$ cat config.mk
export PLATFORM = sky130hd
export DESIGN_NAME = line_clear
export DESIGN_NICKNAME = d
export VERILOG_FILES = /design/src/rtl/tetris_pkg.sv /design/src/rtl/line_clear.sv
export SDC_FILE = /design/constraint.sdc
export NUM_CORES = 1
export LEC_CHECK = 0
export ABC_AREA = 1
export BUFFER_PORTS_ARGS = -buffer_cell sky130_fd_sc_hd__buf_2
export CORE_UTILIZATION = 42
export DETAILED_ROUTE_END_ITERATION = 10
export GPL_TIMING_DRIVEN = 1
export SLEW_MARGIN = 20
export SYNTH_ARGS = -nofsm -noshare
export SYNTH_HDL_FRONTEND = slang
export SYNTH_SLANG_ARGS = --single-unit
$ cat constraint.sdc
create_clock -name clk -period 3.83 [get_ports clk]
set_clock_uncertainty 0.15 [all_clocks]
set_input_delay 0.5745 -clock clk [delete_from_list [all_inputs] [get_ports clk]]
set_output_delay 0.5745 -clock clk [all_outputs]
set_load 0.02 [all_outputs]
$ cat src/rtl/tetris_pkg.sv
// tetris_pkg: shared board geometry, cell-address helper, line_clear state
// encoding and score table for the tetris control sub-modules.
package tetris_pkg;

  localparam int BOARD_W = 10;
  localparam int BOARD_H = 20;
  localparam logic [5:0] EMPTY_COLOUR = 6'd0;

  localparam int ROW_W = 5;
  localparam int COL_W = 4;
  localparam logic [ROW_W-1:0] LAST_ROW = ROW_W'(BOARD_H - 1);
  localparam logic [COL_W-1:0] LAST_COL = COL_W'(BOARD_W - 1);

  // line_clear state encoding
  localparam logic [2:0] LC_ST_IDLE    = 3'd0;
  localparam logic [2:0] LC_ST_SCAN_A  = 3'd1;
  localparam logic [2:0] LC_ST_SCAN_C  = 3'd2;
  localparam logic [2:0] LC_ST_SH_RD   = 3'd3;
  localparam logic [2:0] LC_ST_SH_WR   = 3'd4;
  localparam logic [2:0] LC_ST_CLR_TOP = 3'd5;
  localparam logic [2:0] LC_ST_DONE    = 3'd6;
  localparam logic [2:0] LC_ST_HOLD    = 3'd7;

  typedef enum logic [2:0] {
    S_IDLE    = LC_ST_IDLE,
    S_SCAN_A  = LC_ST_SCAN_A,
    S_SCAN_C  = LC_ST_SCAN_C,
    S_SH_RD   = LC_ST_SH_RD,
    S_SH_WR   = LC_ST_SH_WR,
    S_CLR_TOP = LC_ST_CLR_TOP,
    S_DONE    = LC_ST_DONE,
    S_HOLD    = LC_ST_HOLD
  } lc_state_t;

  // points per run, indexed by rows removed (4 or more share the top entry)
  localparam logic [15:0] SCORE_0 = 16'd0;
  localparam logic [15:0] SCORE_1 = 16'd40;
  localparam logic [15:0] SCORE_2 = 16'd100;
  localparam logic [15:0] SCORE_3 = 16'd300;
  localparam logic [15:0] SCORE_4 = 16'd1200;

  // cell address, computed in 8 bits (board fits in 256 cells)
  function automatic logic [7:0] addr(input logic [ROW_W-1:0] r, input logic [COL_W-1:0] c);
    return 8'(8'(r) * 8'(BOARD_W)) + 8'(c);
  endfunction

  function automatic logic [15:0] score_for(input logic [2:0] n);
    case (n)
      3'd0:    return SCORE_0;
      3'd1:    return SCORE_1;
      3'd2:    return SCORE_2;
      3'd3:    return SCORE_3;
      default: return SCORE_4;
    endcase
  endfunction

endpackage

$ cat src/rtl/line_clear.sv
// line_clear: after a piece locks, scans the board bottom-up and removes every
// full row by moving all rows above it down one, then blanking row 0.
// Owns the ram_board port while enable is high; enable/complete handshake.
//
// Ports:
//   clk, reset_n         clock, async active-low reset
//   enable               held high by control for the whole run
//   ram_q                board read data (one cycle after ram_addr)
//   ram_addr/data/wren   board address, write data, write enable
//   rows_cleared         rows removed this run (saturates at 7)
//   busy                 high while the run is in progress
//   complete             one-cycle pulse at the end of a run
//   score                (only with LINE_CLEAR_SCORE_EN) running score
//
// Build option: define LINE_CLEAR_SCORE_EN to add the score output.
//
// state   | meaning
// IDLE    | waiting for enable
// SCAN_A  | present address of cell (row,col)
// SCAN_C  | test returned cell for EMPTY
// SH_RD   | read cell (dst-1,col)
// SH_WR   | write that cell to (dst,col)
// CLR_TOP | blank row 0, one cell per cycle
// DONE    | complete pulse
// HOLD    | wait for enable to drop
module line_clear
  import tetris_pkg::*;
(
  input  logic       clk,
  input  logic       reset_n,
  input  logic       enable,
  input  logic [5:0] ram_q,
  output logic [7:0] ram_addr,
  output logic [5:0] ram_data,
  output logic       ram_wren,
  output logic [2:0] rows_cleared,
  output logic       busy,
  output logic       complete
`ifdef LINE_CLEAR_SCORE_EN
  ,
  output logic [15:0] score
`endif
);

  if (BOARD_W * BOARD_H > 256) begin : g_size_check
    $error("line_clear: board does not fit in 8-bit address space");
  end

  lc_state_t        state, state_nxt;
  logic [ROW_W-1:0] row, row_nxt;
  logic [ROW_W-1:0] dst, dst_nxt;
  logic [COL_W-1:0] col, col_nxt;
  logic [2:0]       rc_nxt;

  always_ff @(posedge clk or negedge reset_n) begin
    if (!reset_n) begin
      state        <= S_IDLE;
      row          <= LAST_ROW;
      col          <= '0;
      dst          <= '0;
      rows_cleared <= '0;
    end else begin
      state        <= state_nxt;
      row          <= row_nxt;
      col          <= col_nxt;
      dst          <= dst_nxt;
      rows_cleared <= rc_nxt;
    end
  end

  always_comb begin
    state_nxt = state;
    row_nxt   = row;
    col_nxt   = col;
    dst_nxt   = dst;
    rc_nxt    = rows_cleared;
    ram_addr  = '0;
    ram_data  = EMPTY_COLOUR;
    ram_wren  = 1'b0;
    busy      = 1'b0;
    complete  = 1'b0;

    case (state)
      S_IDLE: begin
        if (enable) begin
          state_nxt = S_SCAN_A;
          row_nxt   = LAST_ROW;
          col_nxt   = '0;
          rc_nxt    = '0;
        end
      end

      S_SCAN_A: begin
        busy      = 1'b1;
        ram_addr  = addr(row, col);
        state_nxt = S_SCAN_C;
      end

      S_SCAN_C: begin
        busy     = 1'b1;
        ram_addr = addr(row, col);
        if (ram_q == EMPTY_COLOUR) begin
          col_nxt = '0;
          if (row == '0) begin
            state_nxt = S_DONE;
          end else begin
            row_nxt   = row - 5'd1;
            state_nxt = S_SCAN_A;
          end
        end else if (col != LAST_COL) begin
          col_nxt   = col + 4'd1;
          state_nxt = S_SCAN_A;
        end else begin
          dst_nxt   = row;
          col_nxt   = '0;
          state_nxt = (row == '0) ? S_CLR_TOP : S_SH_RD;
        end
      end

      S_SH_RD: begin
        busy      = 1'b1;
        ram_addr  = addr(dst - 5'd1, col);
        state_nxt = S_SH_WR;
      end

      S_SH_WR: begin
        busy     = 1'b1;
        ram_addr = addr(dst, col);
        ram_data = ram_q;
        ram_wren = 1'b1;
        if (col != LAST_COL) begin
          col_nxt   = col + 4'd1;
          state_nxt = S_SH_RD;
        end else begin
          col_nxt   = '0;
          dst_nxt   = dst - 5'd1;
          // dst-1 reaching 0 means row 1 was just written: only row 0 is left
          state_nxt = (dst != 5'd1) ? S_SH_RD : S_CLR_TOP;
        end
      end

      S_CLR_TOP: begin
        busy     = 1'b1;
        ram_addr = addr('0, col);
        ram_data = EMPTY_COLOUR;
        ram_wren = 1'b1;
        if (col != LAST_COL) begin
          col_nxt = col + 4'd1;
        end else begin
          col_nxt   = '0;
          rc_nxt    = (rows_cleared == 3'd7) ? 3'd7 : rows_cleared + 3'd1;
          // same row again: it now holds what used to be above it
          state_nxt = S_SCAN_A;
        end
      end

      S_DONE: begin
        complete  = 1'b1;
        state_nxt = S_HOLD;
      end

      S_HOLD: begin
        if (!enable) state_nxt = S_IDLE;
      end

      default: state_nxt = S_IDLE;
    endcase

    // losing enable mid-run abandons the operation; the write strobe is
    // removed in the same cycle so the board is never touched without enable
    if (!enable && (state != S_IDLE) && (state != S_HOLD)) begin
      state_nxt = S_IDLE;
      ram_wren  = 1'b0;
    end
  end

`ifdef LINE_CLEAR_SCORE_EN
  logic [16:0] score_sum;
  assign score_sum = {1'b0, score} + {1'b0, score_for(rows_cleared)};

  // not cleared on IDLE exit: accumulates across runs until reset
  always_ff @(posedge clk or negedge reset_n) begin
    if (!reset_n) begin
      score <= '0;
    end else if (state == S_DONE) begin
      score <= score_sum[16] ? 16'hFFFF : score_sum[15:0];
    end
  end
`endif

endmodule

# --- Yosys cells after proc, flatten, opt, wreduce, memory -nomap -nowiden ---
# Index checks and enable logic that the tools add are counted.
totals:
  reg_bits: 20
  input_bits: 9
  out_inout_bits: 20
op_classes:
  n_addsub: 7
  n_mul: 3
  n_eq_ne: 21
  mux: 33
  n_reduce_logical: 19
op_table:
  columns: ["op", "n"]
  rows:
  - ["$mux 3", 13]
  - ["$pmux 8 s4", 1]
  - ["$mux 5", 6]
  - ["$add 8x4->8", 3]
  - ["$pmux 3 s8", 1]
  - ["$mul 5x3->7 const B", 3]
  - ["$pmux 5 s2", 2]
  - ["$eq 3x3->1 const B", 5]
  - ["$ne 2x2->1 const B", 7]
  - ["$mux 4", 3]
  - ["$ne 3x3->1 const B", 4]
  - ["$pmux 4 s3", 1]
  - ["$sub 5x1->5 const B", 2]
  - ["$reduce_and 4->1", 2]
  - ["$eq 3x2->1 const B", 2]
  - ["$logic_not 6->1", 1]
  - ["$mux 6", 1]
  - ["$pmux 3 s2", 1]
  - ["$reduce_and 3->1", 2]
  - ["$reduce_bool 2->1", 3]
  - ["$reduce_bool 3->1", 2]
  - ["$logic_not 5->1", 1]
  - ["$ne 5x1->1 const B", 1]
  - ["$reduce_or 5->1", 1]
  - ["10 further kinds", 15]

# --- Logic depth before layout (Yosys ltp) ---
logic_depth:
  ltp_word: 6
  mapped_depth: 17

# --- Worst setup path before layout ---
# OpenSTA, ideal clock, no wires.
synth_timing:
  path_type: "register to output"
  start: "register dst[0]"
  end: "output port ram_addr[7]"
  arrival_time_ns: 2.464
  path_slack_ns: 0.641
  path_stages_with_launch: 16
  cell_sequence: "dfrtp_1 > inv_1 > ha_1 > nand2_1 > nand2_1 > nand2_1 > ha_1 > fa_1 > xor2_1 > nand2_1 > nand2_1 > nor2_2 > nor2_2 > nand3_1 > nand2_1 > nor2_1"
synth_between:
  elab_chain_len: 4
  word_cells_on_any_way: 6
  classes_between: "add/sub (3); mul (2); mux (1)"
synth_rtl:
  columns: ["element", "line_no", "rtl"]
  rows:
  - ["start, declared", "line_clear.sv:51", "logic [ROW_W-1:0] dst, dst_nxt;"]
  - ["start signal, assigned", "line_clear.sv:66", "dst <= dst_nxt;"]
  - ["$sub 5x1->5", "line_clear.sv:122", "ram_addr = addr(dst - 5'd1, col);"]
  - ["$mul 5x3->7", "tetris_pkg.sv:44", "return 8'(8'(r) * 8'(BOARD_W)) + 8'(c);"]
  - ["$add 8x4->8", "tetris_pkg.sv:44", null]
  - ["$pmux 8 s4 (*)", "line_clear.sv:83", "case (state)"]
  - ["end, declared", "line_clear.sv:33", "output logic [7:0] ram_addr,"]
# Every way passes the cells marked *; elsewhere a longest branch is shown, timed or not.

# --- Worst setup path after layout ---
layout_timing:
  start: "register state[1]"
  end: "output port ram_addr[7]"
layout_between:
  elab_chain_len: 3
  word_cells_on_any_way: 7
  classes_between: "eq/ne (5); mux (1); reduce/logical (1)"
layout_rtl:
  columns: ["element", "line_no", "rtl"]
  rows:
  - ["start, declared", "line_clear.sv:49", "lc_state_t state, state_nxt;"]
  - ["start signal, assigned", "line_clear.sv:63", "state <= state_nxt;"]
  - ["$eq 3x2->1 / $eq 3x1->1 (equally long branches)", "line_clear.sv:83", null]
  - ["$reduce_or 2->1 (no line)", null, null]
  - ["$pmux 8 s4 (*)", "line_clear.sv:83", null]
# Marked as above.

==> results.toml <==
[detailed_routing]
wl_met1_um = 2605
dr_wl_met3_um = 49
vias = 2044
wire_per_inst_um = 12.31
drt_wl_total_um = 5070
vias_per_cell = 4.961
ant_nets = 0
first_pass_iters = 4
top_layer = "met4"
first_iter_violations = 45
drc_errors = 0
routed-wl-met2_um = 2388

[final_layout]
layout-drive-gt1-share = 0.2281
diodes = 0
nFillCells = 536
multiInputGateArea_um2 = 1495
layout_common_cells = "inv_1 (54), nand2_1 (51), nor2_1 (28), buf_2 (28), ha_1 (24)"
nNetsFinal = 382
design_area_um2 = 2566
syn2layout_area_growth_pct = 14.52
seq_area_um2 = 508.0
final_common_cell = "inv_1"

[floorplanning]
core_area_um2 = 5107
die_h_um = 75.05
die_x_um = 75.05
die_area_um2 = 5632
std_cell_rows = 26
start_util = 0.4388
io_pins = 29

[worst_setup_path]
startpoint_type = "flop"
cpMostUsedCell = "nand2_1"
r2r_slack_ns = 1.93
crit_path_max_incr_delay_ns = 0.48
crit_required_ns = 3.11
crit_type = "reg -> out"
critPathBufInv = 4
critPathCaptureType = "output pin"
crit_fanout = 11
crit_chain = "nor2_4 -> nand2_8 -> clkinvlp_4 -> nand2_1 -> o221ai_1 -> ha_2 -> inv_1 -> fa_1 -> nor2_1 -> inv_1 -> nand2_1 -> nand3_2 -> nor2_2 -> nand3_1 -> nand2_1 -> nor2_1 -> buf_2"
worst-endpoint-arrival_ns = 2.88
cp_slowest_cell = "dfrtp_2"
critPathTopFamily = "simple AND/OR/NAND/NOR gates"

[sta]
tns_ns = 0
drv_slew = 0
max_freq_mhz = 277.2
final-hold-violation-count = 0
hold_ws_ns = 0.1161
setup_viol_count_final = 0
slew_headroom = 0.6854
fin_ws_ns = 0.2231
worstMarginPinSlew_ns = 0.4719
fin_crit_sh = 0.9418
min_period_ns = 3.607

[global_routing]
grt.total_usage = 0.2023
grt_pass1_wl_um = 8749
antenna_found_initial = 0
grt_max_degree = 22
grt_overflow = 0
grt_pass1_vias = 1932

[logic_synthesis]
synth_cell_types = 37
syn_area_um2 = 2241
synth_compound_area_frac = 0.1524
async_flop_share = 1.000
synth-simple-area-share = 0.2970
syn_nets = 346
synth_top_family_by_area = "simple AND/OR/NAND/NOR gates"
avgSynthCellArea_um2 = 7.299
muxShareOfSynthArea = 0
yosys_warnings = 0
seq_area_frac_synth = 0.2250
synthAdderAreaFrac = 0.1809
synthCells = 307
ys_seq_elements = 20
synthFlopType = "dfrtp_1"
yosys.area_share.xor_xnor = 0.02345
synth_edf_count = 0

[placed_design]
place_congestion = 0.8889
numPortBuffers = 28
place_ws_ns = 0.2838
place_area_um2 = 2444
dp_hpwl_um = 4052

[pwr]
max-vdd-ir-drop_mv = 0.3930
p_per_area_nw_per_um2 = 921.6
cellLeakagePower_nw = 1.360

[clock_network]
max-clock-path-buffers = 2
clock_latency_ns = 0.25
cts_sinks = 20
root_buffer = "clkbuf_8"
cts.htree.levels = 1
numCtsBuffers = 3
clk_pin_slew_ns = 0.07
cts_tree = "done"

[outcome]
status = "finished, final reports clean"

[min_path]
hp-class = "in -> async"

[run]
drv_cap = 0
==> cell families (layout without fill, tap and decap cells) <==
kind of cell	count (synthesis)	after routing
and+or+nand+nor	128	129
buffers and inverters	66	100
AOI/OAI and AO/OA	57	57
adders and majority gates	30	30
DFF	20	20
xor gates and xnor gates	6	6
==> cell usage after synthesis, types with 2 or more instances <==
cell | count | area [µm²]
nor2_1 | 28 | 105.1
inv_1 | 57 | 214.0
nand2_4 | 6 | 67.56
inv_2 | 4 | 15.01
nand4_1 | 2 | 12.51
dfrtp_1 | 17 | 425.4
nor3_1 | 2 | 10.01
o2111ai_1 | 2 | 17.52
fa_1 | 4 | 80.08
o21ai_0 | 20 | 100.1
clkinv_2 | 2 | 10.01
o21ai_1 | 4 | 20.02
nor2_2 | 3 | 18.77
o22ai_1 | 4 | 25.02
a21oi_1 | 13 | 65.06
nand3_2 | 4 | 40.04
nand3_4 | 2 | 35.03
nand2_2 | 3 | 18.77
xor2_1 | 5 | 43.79
nand3_1 | 22 | 110.1
dfstp_2 | 3 | 78.83
o211ai_1 | 9 | 67.56
nand2_1 | 51 | 191.4
nor2_4 | 2 | 22.52
ha_1 | 26 | 325.3
==> area by class of cell <==
cell class / count / share of cell area
clock buffers: 4 / 0.02145
inverters: 63 / 0.09459
multi-input cells: 222 / 0.5826
flip-flops and latches: 20 / 0.1980
well taps: 70 / 0.03413
repair buffers: 33 / 0.06923
==> per-layer routing <==
layer,track usage,up-vias
li1,-,1080
met4,0.03145,0
met5,0,-
met1,0.2887,948
met2,0.3403,12
met3,0.01606,4
==> what timing repair did <==
item / in CTS / in global routing
resized for setup: 1 / 10
pin swaps: 0 / 3
hold buffers: 0 / 0
endpoints found under the setup margin: 1 / 4
setup buffers: 0 / 4
cloned: 0 / 1
==> flip-flops by register name (all words and copies together) (netlist names) <==
signal        flops
dst               5
col               4
row               5
state             3
rows_cleared      3
==> worst paths after layout <==
check                                       startpoint                     endpoint  cells after the start
setup / recovery                  state[1]$_DFFE_PN0P_                  ram_addr[7]                     17
setup reg to reg                    row[0]$_DFFE_PN1P_           row[4]$_DFFE_PN1P_                     10
min in group clk           rows_cleared[2]$_DFFE_PN0P_  rows_cleared[2]$_DFFE_PN0P_                      2
hold / removal                                 reset_n         state[0]$_DFFE_PN0P_                      1
max in group asynchronous                      reset_n           row[1]$_DFFE_PN1P_                      1
hold reg to reg            rows_cleared[2]$_DFFE_PN0P_  rows_cleared[2]$_DFFE_PN0P_                      2
==> report_power, final <==
part / internal, W / leakage, nW / total (W) / switching, W
clock network: 0.0000914 / 0.0288 / 0.000160 / 0.0000688
logic: 0.000666 / 1.07 / 0.00182 / 0.00116
registers: 0.000288 / 0.257 / 0.000381 / 0.0000930
==> per-stage QoR <==
stage,total power [W],cells,utilization
detailed placement,0.002140,403,0.4784
floorplan,0.001730,307,-
global placement,0.002151,403,0.4784
CTS,0.002320,407,0.4900
finish,0.002365,412,0.5025
global route,0.002667,412,0.5025
(Power assumes the default switching activity.)
